===== config.mk =====
export PLATFORM = sky130hd
export DESIGN_NAME = cpu_debug_ctrl_flat
export DESIGN_NICKNAME = d
export VERILOG_FILES = /design/src/rtl/cpu_debug_ctrl_pkg.sv /design/src/rtl/cpu_debug_ctrl_if.sv /design/src/rtl/cpu_debug_ctrl_readout.sv /design/src/rtl/cpu_debug_ctrl.sv /design/src/flat_wrapper.sv
export SDC_FILE = /design/constraint.sdc
export NUM_CORES = 1
export LEC_CHECK = 0
export ABC_AREA = 1
export ABC_CLOCK_PERIOD_IN_PS = 1600
export BUFFER_PORTS_ARGS = -buffer_cell sky130_fd_sc_hd__buf_2
export CORE_MARGIN = 2
export CORE_UTILIZATION = 43
export DETAILED_ROUTE_END_ITERATION = 7
export HOLD_SLACK_MARGIN = 0.08
export PLACE_DENSITY = 0.82
export SLEW_MARGIN = 10
export SYNTH_ARGS = -nofsm -noshare
export SYNTH_HDL_FRONTEND = slang
export SYNTH_SLANG_ARGS = --single-unit

===== constraint.sdc =====
create_clock -name clk -period 1.6 [get_ports clk]
set_clock_uncertainty 0.2 [all_clocks]
set_input_delay 0.08 -clock clk [delete_from_list [all_inputs] [get_ports clk]]
set_output_delay 0.08 -clock clk [all_outputs]
set_load 0.005 [all_outputs]

===== src/rtl/cpu_debug_ctrl_pkg.sv =====
// Shared types and defaults for the MIPS8 run-control / debug-readout unit.
package cpu_debug_pkg;

  typedef enum logic [2:0] {
    ST_IDLE    = 3'd0,
    ST_RESTART = 3'd1,
    ST_RUN     = 3'd2,
    ST_STEP    = 3'd3,
    ST_HALT    = 3'd4,
    ST_DONE    = 3'd5
  } dbg_state_e;

  localparam logic DBG_SEL_RF = 1'b0;
  localparam logic DBG_SEL_DM = 1'b1;

  localparam int DEF_DATA_W   = 8;
  localparam int DEF_RF_AW    = 2;
  localparam int DEF_DM_AW    = 4;
  localparam int DEF_PC_W     = 8;
  localparam int DEF_READ_LAT = 1;
  localparam int DEF_CYC_W    = 16;

endpackage


===== src/rtl/cpu_debug_ctrl_if.sv =====
// Readout request/response bundle: requester (master) asks, cpu_debug_ctrl (slave) answers.
interface cpu_debug_ctrl_if import cpu_debug_pkg::*; #(
  parameter int DATA_W = DEF_DATA_W,
  parameter int DM_AW  = DEF_DM_AW
);
  logic              rd_req;
  logic              rd_is_dm;
  logic [DM_AW-1:0]  rd_addr;
  logic              rd_busy;
  logic              rd_valid;
  logic [DATA_W-1:0] rd_data;

  modport master (output rd_req, rd_is_dm, rd_addr, input rd_busy, rd_valid, rd_data);
  modport slave  (input rd_req, rd_is_dm, rd_addr, output rd_busy, rd_valid, rd_data);
endinterface


===== src/rtl/cpu_debug_ctrl_readout.sv =====
// Debug readout sequencer: latches a request, drives the CPU debug address,
// waits READ_LAT cycles and captures the selected RF/DM word.
module dbg_readout import cpu_debug_pkg::*; #(
  parameter int DATA_W   = DEF_DATA_W,
  parameter int RF_AW    = DEF_RF_AW,
  parameter int DM_AW    = DEF_DM_AW,
  parameter int READ_LAT = DEF_READ_LAT
) (
  input  logic              clk,
  input  logic              rst_n,
  cpu_debug_ctrl_if.slave   rd_if,
  output logic [RF_AW-1:0]  dbg_rf_addr_o,
  output logic [DM_AW-1:0]  dbg_dm_addr_o,
  input  logic [DATA_W-1:0] dbg_rf_data_i,
  input  logic [DATA_W-1:0] dbg_dm_data_i
);
  localparam int CNT_W = (READ_LAT > 1) ? $clog2(READ_LAT) : 1;
  localparam logic [CNT_W-1:0] CNT_INIT = CNT_W'(READ_LAT - 1);

  logic              busy_q, busy_d;
  logic              valid_q, valid_d;
  logic              sel_q, sel_d;
  logic [DM_AW-1:0]  addr_q, addr_d;
  logic [CNT_W-1:0]  cnt_q, cnt_d;
  logic [DATA_W-1:0] data_q, data_d;

  // Capture happens in the last busy cycle, so a request in the valid cycle is free to start.
  always_comb begin
    busy_d  = busy_q;
    valid_d = 1'b0;
    sel_d   = sel_q;
    addr_d  = addr_q;
    cnt_d   = cnt_q;
    data_d  = data_q;
    if (busy_q) begin
      if (cnt_q == '0) begin
        busy_d  = 1'b0;
        valid_d = 1'b1;
        data_d  = (sel_q == DBG_SEL_DM) ? dbg_dm_data_i : dbg_rf_data_i;
      end else begin
        cnt_d = cnt_q - 1'b1;
      end
    end else if (rd_if.rd_req) begin
      busy_d = 1'b1;
      sel_d  = rd_if.rd_is_dm;
      addr_d = rd_if.rd_addr;
      cnt_d  = CNT_INIT;
    end
  end

  always_ff @(posedge clk or negedge rst_n) begin
    if (!rst_n) begin
      busy_q  <= 1'b0;
      valid_q <= 1'b0;
      sel_q   <= DBG_SEL_RF;
      addr_q  <= '0;
      cnt_q   <= '0;
      data_q  <= '0;
    end else begin
      busy_q  <= busy_d;
      valid_q <= valid_d;
      sel_q   <= sel_d;
      addr_q  <= addr_d;
      cnt_q   <= cnt_d;
      data_q  <= data_d;
    end
  end

  assign rd_if.rd_busy  = busy_q;
  assign rd_if.rd_valid = valid_q;
  assign rd_if.rd_data  = data_q;
  assign dbg_rf_addr_o  = addr_q[RF_AW-1:0];
  assign dbg_dm_addr_o  = addr_q;
endmodule


===== src/rtl/cpu_debug_ctrl.sv =====
// Run-control FSM, PC breakpoint and executed-cycle counter for the MIPS8 core.
// Breakpoint logic is built only when DBG_BREAKPOINT_EN is defined.
module cpu_debug_ctrl import cpu_debug_pkg::*; #(
  parameter int DATA_W   = DEF_DATA_W,
  parameter int RF_AW    = DEF_RF_AW,
  parameter int DM_AW    = DEF_DM_AW,
  parameter int PC_W     = DEF_PC_W,
  parameter int READ_LAT = DEF_READ_LAT,
  parameter int CYC_W    = DEF_CYC_W
) (
  input  logic              clk,
  input  logic              rst_n,
  input  logic              start_i,
  input  logic              step_i,
  input  logic              halt_req_i,
  input  logic              cpu_done_i,
  input  logic [PC_W-1:0]   cpu_pc_i,
  input  logic              bp_en_i,
  input  logic [PC_W-1:0]   bp_addr_i,
  output logic              cpu_run_en_o,
  output logic              cpu_restart_o,
  output logic              stopped_o,
  cpu_debug_ctrl_if.slave   rd_if,
  output logic [RF_AW-1:0]  dbg_rf_addr_o,
  output logic [DM_AW-1:0]  dbg_dm_addr_o,
  input  logic [DATA_W-1:0] dbg_rf_data_i,
  input  logic [DATA_W-1:0] dbg_dm_data_i,
  output logic [CYC_W-1:0]  cycle_count_o
);
  dbg_state_e       state_q, state_d;
  logic             start_q, step_q;
  logic             start_edge, step_edge;
  logic             bp_hit, run_en;
  logic [CYC_W-1:0] cyc_q, cyc_d;

  assign start_edge = start_i & ~start_q;
  assign step_edge  = step_i & ~step_q;

`ifdef DBG_BREAKPOINT_EN
  logic bp_skip_q, bp_skip_d;

  assign bp_hit = (state_q == ST_RUN) & bp_en_i & (cpu_pc_i == bp_addr_i) & ~bp_skip_q;

  // Resuming from HALT must execute the instruction that tripped the breakpoint.
  always_comb begin
    bp_skip_d = bp_skip_q;
    if (state_q == ST_HALT && state_d == ST_RUN) bp_skip_d = 1'b1;
    else if (state_q == ST_RUN)                  bp_skip_d = 1'b0;
  end

  always_ff @(posedge clk or negedge rst_n) begin
    if (!rst_n) bp_skip_q <= 1'b0;
    else        bp_skip_q <= bp_skip_d;
  end
`else
  logic unused_bp;
  assign unused_bp = ^{bp_en_i, bp_addr_i, cpu_pc_i};
  assign bp_hit    = 1'b0;
`endif

  always_ff @(posedge clk or negedge rst_n) begin
    if (!rst_n) begin
      state_q <= ST_IDLE;
      start_q <= 1'b0;
      step_q  <= 1'b0;
      cyc_q   <= '0;
    end else begin
      state_q <= state_d;
      start_q <= start_i;
      step_q  <= step_i;
      cyc_q   <= cyc_d;
    end
  end

  always_comb begin
    state_d = state_q;
    unique case (state_q)
      ST_IDLE: if (!halt_req_i) begin
        if (start_edge)     state_d = ST_RESTART;
        else if (step_edge) state_d = ST_STEP;
      end
      ST_RESTART: state_d = ST_RUN;
      ST_RUN: begin
        if (cpu_done_i)                state_d = ST_DONE;
        else if (halt_req_i || bp_hit) state_d = ST_HALT;
      end
      ST_STEP: state_d = cpu_done_i ? ST_DONE : ST_HALT;
      ST_HALT: if (!halt_req_i) begin
        if (start_edge)     state_d = ST_RUN;
        else if (step_edge) state_d = ST_STEP;
      end
      ST_DONE: if (start_edge) state_d = ST_RESTART;
      default: state_d = ST_IDLE;
    endcase
  end

  always_comb begin
    run_en        = ((state_q == ST_RUN) || (state_q == ST_STEP)) && !bp_hit;
    cpu_restart_o = (state_q == ST_RESTART);
    stopped_o     = (state_q == ST_HALT) || (state_q == ST_DONE);
  end

  always_comb begin
    cyc_d = cyc_q;
    if (state_q == ST_RESTART)  cyc_d = '0;
    else if (run_en && ~&cyc_q) cyc_d = cyc_q + 1'b1;
  end

  assign cpu_run_en_o  = run_en;
  assign cycle_count_o = cyc_q;

  dbg_readout #(
    .DATA_W   (DATA_W),
    .RF_AW    (RF_AW),
    .DM_AW    (DM_AW),
    .READ_LAT (READ_LAT)
  ) u_readout (
    .clk           (clk),
    .rst_n         (rst_n),
    .rd_if         (rd_if),
    .dbg_rf_addr_o (dbg_rf_addr_o),
    .dbg_dm_addr_o (dbg_dm_addr_o),
    .dbg_rf_data_i (dbg_rf_data_i),
    .dbg_dm_data_i (dbg_dm_data_i)
  );
endmodule


===== src/flat_wrapper.sv =====
// flat-port wrapper written by rule: the top's interface ports become plain ports
module cpu_debug_ctrl_flat import cpu_debug_pkg::*;
#(
  parameter int DATA_W   = DEF_DATA_W,
  parameter int RF_AW    = DEF_RF_AW,
  parameter int DM_AW    = DEF_DM_AW,
  parameter int PC_W     = DEF_PC_W,
  parameter int READ_LAT = DEF_READ_LAT,
  parameter int CYC_W    = DEF_CYC_W
)
  (clk, rst_n, start_i, step_i, halt_req_i, cpu_done_i, cpu_pc_i, bp_en_i, bp_addr_i, cpu_run_en_o, cpu_restart_o, stopped_o, dbg_rf_addr_o, dbg_dm_addr_o, dbg_rf_data_i, dbg_dm_data_i, cycle_count_o, rd_if_rd_req, rd_if_rd_is_dm, rd_if_rd_addr, rd_if_rd_busy, rd_if_rd_valid, rd_if_rd_data);
  cpu_debug_ctrl_if #(.DATA_W(DATA_W), .DM_AW(DM_AW)) rd_if_i ();
  input  logic clk;
  input  logic rst_n;
  input  logic start_i;
  input  logic step_i;
  input  logic halt_req_i;
  input  logic cpu_done_i;
  input  logic [PC_W-1:0] cpu_pc_i;
  input  logic bp_en_i;
  input  logic [PC_W-1:0] bp_addr_i;
  output logic cpu_run_en_o;
  output logic cpu_restart_o;
  output logic stopped_o;
  output logic [RF_AW-1:0] dbg_rf_addr_o;
  output logic [DM_AW-1:0] dbg_dm_addr_o;
  input  logic [DATA_W-1:0] dbg_rf_data_i;
  input  logic [DATA_W-1:0] dbg_dm_data_i;
  output logic [CYC_W-1:0] cycle_count_o;
  input wire logic [$bits(rd_if_i.rd_req)-1:0] rd_if_rd_req;
  input wire logic [$bits(rd_if_i.rd_is_dm)-1:0] rd_if_rd_is_dm;
  input wire logic [$bits(rd_if_i.rd_addr)-1:0] rd_if_rd_addr;
  output wire logic [$bits(rd_if_i.rd_busy)-1:0] rd_if_rd_busy;
  output wire logic [$bits(rd_if_i.rd_valid)-1:0] rd_if_rd_valid;
  output wire logic [$bits(rd_if_i.rd_data)-1:0] rd_if_rd_data;
  assign rd_if_i.rd_req = rd_if_rd_req;
  assign rd_if_i.rd_is_dm = rd_if_rd_is_dm;
  assign rd_if_i.rd_addr = rd_if_rd_addr;
  assign rd_if_rd_busy = rd_if_i.rd_busy;
  assign rd_if_rd_valid = rd_if_i.rd_valid;
  assign rd_if_rd_data = rd_if_i.rd_data;
  cpu_debug_ctrl #(.DATA_W(DATA_W), .RF_AW(RF_AW), .DM_AW(DM_AW), .PC_W(PC_W), .READ_LAT(READ_LAT), .CYC_W(CYC_W)) u_core (.clk(clk), .rst_n(rst_n), .start_i(start_i), .step_i(step_i), .halt_req_i(halt_req_i), .cpu_done_i(cpu_done_i), .cpu_pc_i(cpu_pc_i), .bp_en_i(bp_en_i), .bp_addr_i(bp_addr_i), .cpu_run_en_o(cpu_run_en_o), .cpu_restart_o(cpu_restart_o), .stopped_o(stopped_o), .rd_if(rd_if_i), .dbg_rf_addr_o(dbg_rf_addr_o), .dbg_dm_addr_o(dbg_dm_addr_o), .dbg_rf_data_i(dbg_rf_data_i), .dbg_dm_data_i(dbg_dm_data_i), .cycle_count_o(cycle_count_o));
endmodule

# [Yosys cells after proc, flatten, opt, wreduce, memory -nomap -nowiden]
# Cells that the tools add are included.
[totals] regBits=37 inputBits=45 output_inout_bits=35 wordCells=59
[classes] n_addsub=2 eq_ne=9 n_mux=21 bitwise=6 n_reduce_logical=11
[ops] cell="$mux W16" count=2
[ops] cell="$mux W3" count=8
[ops] cell="$pmux W3 S6" count=1
[ops] cell="$add A16 B1 Y16 const B" count=1
[ops] cell="$reduce_and A16 Y1" count=1
[ops] cell="$mux W1" count=9
[ops] cell="$mux W8" count=1
[ops] cell="$eq A3 B2 Y1 const B" count=2
[ops] cell="$eq A3 B3 Y1 const B" count=2
[ops] cell="$ne A2 B2 Y1 const B" count=2
[ops] cell="$not A1 Y1" count=4
[ops] cell="$reduce_and A2 Y1" count=2
[ops] cell="$reduce_and A4 Y1" count=1
[ops] cell="$reduce_bool A2 Y1" count=2
[ops] cell="$eq A3 B1 Y1 const B" count=1
[ops] cell="$logic_not A3 Y1" count=1
[ops] cell="$ne A3 B3 Y1 const B" count=1
[ops] cell="$and A1 B1 Y1" count=2
[ops] cell="$logic_or A1 B1 Y1" count=2
[ops] cell="$ne A2 B1 Y1 const B" count=1
[ops] cell="$logic_and A1 B1 Y1" count=1
[ops] cell="$logic_not A1 Y1" count=1
[ops] cell="$sub A1 B1 Y1 const B" count=1

# [Logic depth before layout (Yosys ltp)]
# Gate-level depths: netlist (run 1).
[logic_depth] depth_word=6 depth_mapped=10 depth_no_buf=9

# [Modules after synthesis]
# Synthesis (run 1) repeated with hierarchy kept, for this count alone.
[hier_totals] hier_cells=283 area_unflattened_um2=2044.5
[modules_own_cells] module="cpu_debug_ctrl" n_inst=1 cells_each=189 area_per_inst_um2=1312.5 seq_area_each_um2=525.5
[modules_own_cells] module="dbg_readout" n_inst=1 cells_each=94 area_per_inst_um2=732.0 seq_area_each_um2=375.4

# [Worst setup path after synthesis (run 1)]
# No wires, ideal clock.
[synth_path] path_kind="register to register" startpoint="register u_core.cyc_q[0], in the netlist u_core.cycle_count_o[0]" endpoint="register u_core.cyc_q[10], in the netlist u_core.cycle_count_o[10]" setup_ns=0.117 arrival_time_ns=1.351 required_ns=1.283 slack_ns=-0.068 path_stages_with_launch=11 n_path_buf=1 synth_period_minus_slack_ns=1.668 path_cell_list="dfrtp_1 > ha_1 > nand2_2 > nor2_2 > nand2_2 > nor2_4 > o21ai_4 > inv_4 > buf_8 > nand2_1 > nand2_1"
[synth_via] elab_chain_cells=4 word_cells_on_any_way=7 classes_between="add/sub (1); mux (2); reduce/logical (4)"
[synth_lines] item="start: declaration" line_no="cpu_debug_ctrl.sv:34" text="logic [CYC_W-1:0] cyc_q, cyc_d;"
[synth_lines] item="start signal: assignment" line_no="cpu_debug_ctrl.sv:71" text="cyc_q <= cyc_d;"
[synth_lines] item="parallel branches: the longest is 4 deep, another holds $add A16 B1 Y16"
# Parallel ways; which one is timed is not known. The select of a mux whose other input is x is not followed.
# A chain may end at the register's enable or synchronous reset.

# [Worst setup path after layout (run 1)]
[layout_path] startpoint="register u_core.cyc_q[1], in the netlist u_core.cycle_count_o[1]" endpoint="register u_core.cyc_q[0], in the netlist u_core.cycle_count_o[0]"
[layout_via] elab_chain_cells=4
[layout_lines] item="$reduce_and A16 Y1" line_no="cpu_debug_ctrl.sv:106" text="else if (run_en && ~&cyc_q) cyc_d = cyc_q + 1'b1;"
[layout_lines] item="$logic_not A1 Y1" line_no="cpu_debug_ctrl.sv:106"
[layout_lines] item="$logic_and A1 B1 Y1" line_no="cpu_debug_ctrl.sv:106"
[layout_lines] item="$reduce_bool A2 Y1 (no source line)"
# No other way between the ends.

==> metrics, run 1 <==
Non-Filler Instances=435; GR Overflow Total=0; maximum number of pins on one net before global-route repair=37; Post-DRT Antenna Nets=0; Worst R2R Setup Slack=-0.08 ns; R2R depth=9; total CTS buffers=5; Flop pwr share=36.3%; GPL Wtd Cong=0.911; Die Wd=71.7 um; Initial Utilization=44.9%; share of layout cells above drive strength 1=35.8%; Worst Path Max Fanout=4; DRT iter0 DRCs=109; crit end category=flip-flop; Final Net Count=428; Clk pin slew, worst setup/hold paths=0.08 ns; status=finished with violations; Final WS setup=-0.0837 ns; Max Cap Viol=0; Switching Share=36.2%; placed cell count=392; worst hold slack=0.167 ns; CTS tree=built; Vias=2,231; GRT Util Overall=24.8%; Post-Syn Nets=302; FMAX=594 MHz; Area growth syn-to-layout=52.7%; Post-Place Worst Slack=-0.173 ns; vias in the first global route=2,228; clk sinks=36; initial antenna violation count=0; Yosys cell types=27; RSZ-0062 raised after global routing=yes; reg2reg start=u_core.cycle_count_o[1]$_DFFE_PN0P_; first-pass GRT wire length=9950 um; clock group share of total power=25.2%; I/O Buffers=62; Critical Path RT=1.58 ns; Worst Max-Slew Pin Slew=0.469 ns; row count=24; utilization after layout=68.6%; Final Hold Viols=0; wire length per cell=13.9 um; Seq cells post-synth=36; total wire length=6070 um; P_leak=1.53 nW; Max Root-Sink Buffers=2; dpl cell area=0.00251 mm2; Via-to-Cell Ratio=5.13; die area=0.00513 mm2; core area=0.00438 mm2; dpl hpwl=3710 um; I/O pin count=80; VDD IR-drop max=0.000657 V; Die H=71.7 um; final worst path period need=1.68 ns; sequential share of the synthesized area=45.8%; syn_area_per_cell=7.69 um2; Post-Syn Area=0.00197 mm2; failing checks=negative setup slack; most frequent cells in the layout=nand2_1, buf_2, buf_4; slew margin rel.=68.7%; Cell Pwr Density=1070 mW/mm2; final setup fails=15; CTS root buf=clkbuf_8; HP Class=primary input to asynchronous set/reset pin; CP Launch Type=flip-flop; ANT cells=0; H-tree Lvls=2; Worst setup startpoint=u_core.cycle_count_o[1]$_DFFE_PN0P_; Cell Int Power=0.00205 W; Synthesis Warnings=0; Worst Path Class, Setup=flip-flop to flip-flop; period utilisation layout=105%; CP arrival=1.66 ns; combinational share of power=38.5%; DRT Pass-1 Iters=5; clk_lat worst skew=0.29 ns; Syn Inst Count=256; terminus of the critical flop-to-flop path=u_core.cycle_count_o[0]$_DFFE_PN0P_; sw power=0.00116 W; final instance area=0.00301 mm2; Final Max Slew Viols=0; commonest non-fill, non-tap cell in the layout=nand2_1; number of remaining DRC errors=0
routing by layer:
metal / share of wire, % / wire (um) / track usage [%]
met1: 40 / 2430 / 28.4
met2: 50 / 3030 / 44.0
met3: 7.7 / 465 / 6.33
met4: 2.3 / 139 / 9.85
met5: 0 / 0 / 0
flip-flops by register name, indices dropped and copies added (netlist names):
name / count
u_core.u_readout.sel_q: 1
u_core.u_readout.rd_if.rd_valid: 1
u_core.u_readout.dbg_dm_addr_o: 4
u_core.u_readout.rd_if.rd_busy: 1
u_core.cycle_count_o: 16
u_core.u_readout.rd_if.rd_data: 8
u_core.state_q: 3
u_core.step_q: 1
u_core.start_q: 1
cell type report:
type / count / area, um2
Fill cell: 327 / 1380
Clock buffer: 5 / 68.8
Multi-Input combinational cell: 190 / 962
Timing Repair Buffer: 127 / 873
Clock inverter: 3 / 42.5
Inverter: 22 / 90.1
Tap cell: 52 / 65.1
Sequential cell: 36 / 903
what timing repair did:
action	in CTS	in global routing
endpoints found under the setup margin	14	18
resized for setup	9	8
endpoints found under the hold margin	55	0
hold buffers	27	0
pin swaps	3	5
buffers inserted	5	3
cells in the mapped netlist:
cell      instances  share of area [%]
nand2_1          89                 17
dfrtp_1          36                 46
nor2_1           34                6.5
inv_1            17                3.2
nand4_1          13                4.1
nand3_1          11                2.8
o21ai_0           9                2.3
a31oi_1           8                2.5
nand2_2           6                1.9
o21bai_1          5                1.9
xor2_1            4                1.8
clkbuf_1          3               0.57
inv_2             3               0.57
nor2_2            3               0.95
buf_4             2               0.76
buf_6             2                1.1
a21oi_1           1               0.25
a21oi_2           1               0.45
buf_8             1               0.76
clkinv_1          1               0.19
ha_1              1               0.64
inv_4             1               0.32
nor2_4            1               0.57
nor2_8            1                1.0
nor3_4            1               0.83
o21ai_4           1               0.83
or2_2             1               0.32
stage by stage:
stage	total power, W	setup TNS, ns
3_5_place_dp	0.00218	-1.75
5_1_grt	0.00340	-2.11
4_1_cts	0.00314	-0.216
2_1_floorplan	0.00182	-0.320
6_report	0.00321	-0.941
3_3_place_gp	0.00215	-0.486
worst max path at each step:
stage                                                 endpoint  slack [ns]  cells after the start
after floorplan           u_core.cycle_count_o[10]$_DFFE_PN0P_       -0.03                     10
after global placement     u_core.cycle_count_o[0]$_DFFE_PN0P_       -0.07                      8
after detailed placement   u_core.cycle_count_o[0]$_DFFE_PN0P_       -0.17                      8
after CTS                  u_core.cycle_count_o[1]$_DFFE_PN0P_       -0.04                      9
after global routing       u_core.cycle_count_o[0]$_DFFE_PN0P_       -0.16                      8
final                      u_core.cycle_count_o[0]$_DFFE_PN0P_       -0.08                      9
critical path: stages (launching register included):
cell and delay (ns):
dfrtp_1 0.36, ha_2 0.19, nand2_2 0.08, nor2_4 0.14
nand2_2 0.09, nor2_4 0.15, nor2_4 0.07, buf_6 0.12
nand3_1 0.09, o21ai_2 0.07
cells by family (layout without fill, tap and decap cells):
kind of cell | Yosys count | count (layout) | synth area share [%]
and+or+nand+nor | 160 | 160 | 36.0
DFF | 36 | 36 | 45.8
buffers and inverters | 30 | 157 | 7.56
AOI/OAI and AO/OA | 25 | 25 | 8.26
xor gates and xnor gates | 4 | 4 | 1.78
adders and majority gates | 1 | 1 | 0.636
power by group through the flow:
| stage | clock [W] | combinational [W] | sequential, W |
|---|---|---|---|
| finish | 0.000810 | 0.00124 | 0.00117 |
| global route | 0.000864 | 0.00135 | 0.00118 |
| global placement | 0 | 0.000979 | 0.00117 |
| floorplan | 0 | 0.000637 | 0.00118 |
| CTS | 0.000829 | 0.00116 | 0.00116 |
| detailed placement | 0 | 0.00101 | 0.00117 |
Note: power is estimated with default switching activity, not from simulation.
==> run 2: changes to the inputs <==
--- a/config.mk
+++ b/config.mk
@@ -12,7 +12,8 @@
 export CORE_UTILIZATION = 43
 export DETAILED_ROUTE_END_ITERATION = 7
 export HOLD_SLACK_MARGIN = 0.08
-export PLACE_DENSITY = 0.82
+export PLACE_DENSITY = 0.8
+export SKIP_CTS_REPAIR_TIMING = 1
 export SLEW_MARGIN = 10
 export SYNTH_ARGS = -nofsm -noshare
 export SYNTH_HDL_FRONTEND = slang
==> run 2 against run 1 <==
- the run still ends with negative setup slack left
- total power is 8.1% lower
- sequential share of layout area is 1.0 points higher
- worst setup slack worse by 0.0010 ns
- via count is 5.7% lower
- worst hold slack worse by 0.094 ns
- flip-flop and latch count stayed put
- largest cell class unchanged
==> metrics, run 2 (synthesized netlist as in run 1, its figures left out) <==
FMAX=594 MHz (about the same); total CTS buffers=5 (unchanged); crit-path leading delay family=simple AND/OR/NAND/NOR gates; wire length per cell=12.8 um (-8.1%); total wire length=5460 um (-10%); status=finished with violations; Slowest cell on crit path=dfrtp_1; CP arrival=1.72 ns (+0.06 ns); Max Root-Sink Buffers=2 (unchanged); GR Util met2=33.0% (-11 points); Final Max Slew Viols=0 (unchanged); Largest register FFs=16 (unchanged); period utilisation layout=105% (about the same); Max Cap Viol=0 (unchanged); vias in the first global route=1,797 (-19%); met1 Track Usage GR=24.9% (-3.5 points); Critical Path RT=1.63 ns (+0.05 ns); dpl hpwl=3600 um (-2.8%); WP depth=9 (unchanged); number of remaining DRC errors=0 (unchanged); Flop pwr share=40.0% (+3.7 points); Final WS setup=-0.0847 ns (-0.00100 ns); H-tree Lvls=2 (unchanged); initial antenna violation count=0 (unchanged); Final Hold Viols=0 (unchanged); Cell Pwr Density=1020 mW/mm2 (-5.0%); core area=0.00438 mm2 (unchanged); Vias=2,103 (-5.7%); Worst Max-Slew Pin Slew=0.465 ns (-0.00351 ns); GPL Wtd Cong=0.861 (-5.5%); Area growth syn-to-layout=47.7%; GRT Util Overall=19.4% (-5.4 points); ANT cells=0 (unchanged); Bufs and invs on worst path=1 (unchanged); CTS tree=built; Post-Place Worst Slack=-0.152 ns (+0.0211 ns); final setup fails=15 (unchanged); slew margin rel.=69.0% (+0.23 points); met3 usage=4.08% (-2.3 points); I/O Buffers=62 (unchanged); row count=24 (unchanged); Hold Path Depth=5; Crit path largest cell delay=0.38 ns (+0.02 ns); failing checks=negative setup slack; Die H=71.7 um (unchanged); ordered cell list for the critical path=ha_2 -> nand2_2 -> nor2_4 -> nand2_2 -> nor2_4 -> o21ai_4 -> inv_6 -> nand2_1 -> nand2_1; placed cell count=390 (-0.51%); RSZ-0062 raised after global routing=yes; most frequent cells in the layout=nand2_1, buf_2, dfrtp_1; CTS root buf=clkbuf_8; P_leak=1.48 nW (-3.7%); Cell Int Power=0.00182 W (-11%); Worst Path Max Fanout=13 (+9); combinational share of power=37.4% (-1.1 points); final worst path period need=1.68 ns (+0.00100 ns); Worst Path Class, Setup=flip-flop to flip-flop; Post-DRT Antenna Nets=0 (unchanged); Final Net Count=419 (-2.1%); CP Launch Type=flip-flop; Non-Filler Instances=426 (-2.1%); clk_lat worst skew=0.29 ns (about the same); Via-to-Cell Ratio=4.94 (-3.7%); HP Class=primary input to flip-flop; DRT iter0 DRCs=192 (+76%); first-pass GRT wire length=7980 um (-20%); I/O pin count=80 (unchanged); Switching Share=38.3% (+2.1 points); clk sinks=36 (unchanged); Initial Utilization=44.9% (unchanged); Power, Total=0.00295 W (-8.1%); share of layout cells above drive strength 1=34.0% (-1.8 points); die area=0.00513 mm2 (unchanged); sw power=0.00113 W (-2.8%); clock group share of total power=22.7% (-2.5 points); Die Wd=71.7 um (unchanged); crit end category=flip-flop; maximum number of pins on one net before global-route repair=37 (unchanged); GR peak layer=met2; R2R depth=9 (unchanged); VDD IR-drop max=0.000527 V (-20%); commonest non-fill, non-tap cell in the layout=nand2_1; GR Overflow Total=0 (unchanged); Clk pin slew, worst setup/hold paths=0.08 ns (about the same); DRT Pass-1 Iters=4 (-1)
## run 2: cell type report
class	count	area, um2
Fill cell	372	1480
Multi-Input combinational cell	190	953
Sequential cell	36	903
Timing Repair Buffer	118	800
Inverter	22	92.6
Clock buffer	5	68.8
Tap cell	52	65.1
Clock inverter	3	23.8
## run 2: path summary, 6_finish.rpt
check | startpoint | endpoint | slack [ns]
min | halt_req_i | u_core.state_q[0]$_DFFE_PN0P_ | 0.07
min in group asynchronous | rst_n | u_core.cycle_count_o[12]$_DFFE_PN0P_ | 0.14
max | u_core.cycle_count_o[0]$_DFFE_PN0P_ | u_core.cycle_count_o[2]$_DFFE_PN0P_ | -0.08
max in group asynchronous | rst_n | u_core.state_q[2]$_DFFE_PN0P_ | 0.69
max reg2reg | u_core.cycle_count_o[0]$_DFFE_PN0P_ | u_core.cycle_count_o[2]$_DFFE_PN0P_ | -0.08
min reg2reg | u_core.u_readout.dbg_dm_addr_o[2]$_DFFE_PN0P_ | u_core.u_readout.dbg_dm_addr_o[2]$_DFFE_PN0P_ | 0.28
## run 2: per-layer routing
layer	up-vias	share of wire (%)
met2	82	49
met3	10	6.6
met4	0	1.3
met1	950	43
li1	1061	-
met5	-	0
## run 2: power by group through the flow
stage	Combinational, W	Clock [W]	Sequential (W)
after floorplan	0.000637	0	0.00118
after global placement	0.000966	0	0.00118
after detailed placement	0.000989	0	0.00118
after CTS	0.000989	0.000685	0.00117
after global routing	0.00122	0.000713	0.00120
final	0.00110	0.000670	0.00118
## run 2: worst register-to-register path: stages (launching register included)
cell and delay, ns:
dfrtp_1 0.38, ha_2 0.19, nand2_2 0.07, nor2_4 0.14
nand2_2 0.09, nor2_4 0.18, o21ai_4 0.10, inv_6 0.13
nand2_1 0.08, nand2_1 0.06
## run 2: stage by stage
| stage | TNS (ns) | util [%] | hold slack (ns) | instance area (um2) |
|---|---|---|---|---|
| floorplan | -0.320 | - | -0.416 | 1970 |
| global placement | -0.732 | 56.8 | -0.0546 | 2490 |
| detailed placement | -1.50 | 56.8 | -0.0436 | 2490 |
| CTS | -1.98 | 59.0 | -0.364 | 2580 |
| global route | -2.22 | 66.3 | 0.116 | 2910 |
| finish | -0.930 | 66.3 | 0.0731 | 2910 |
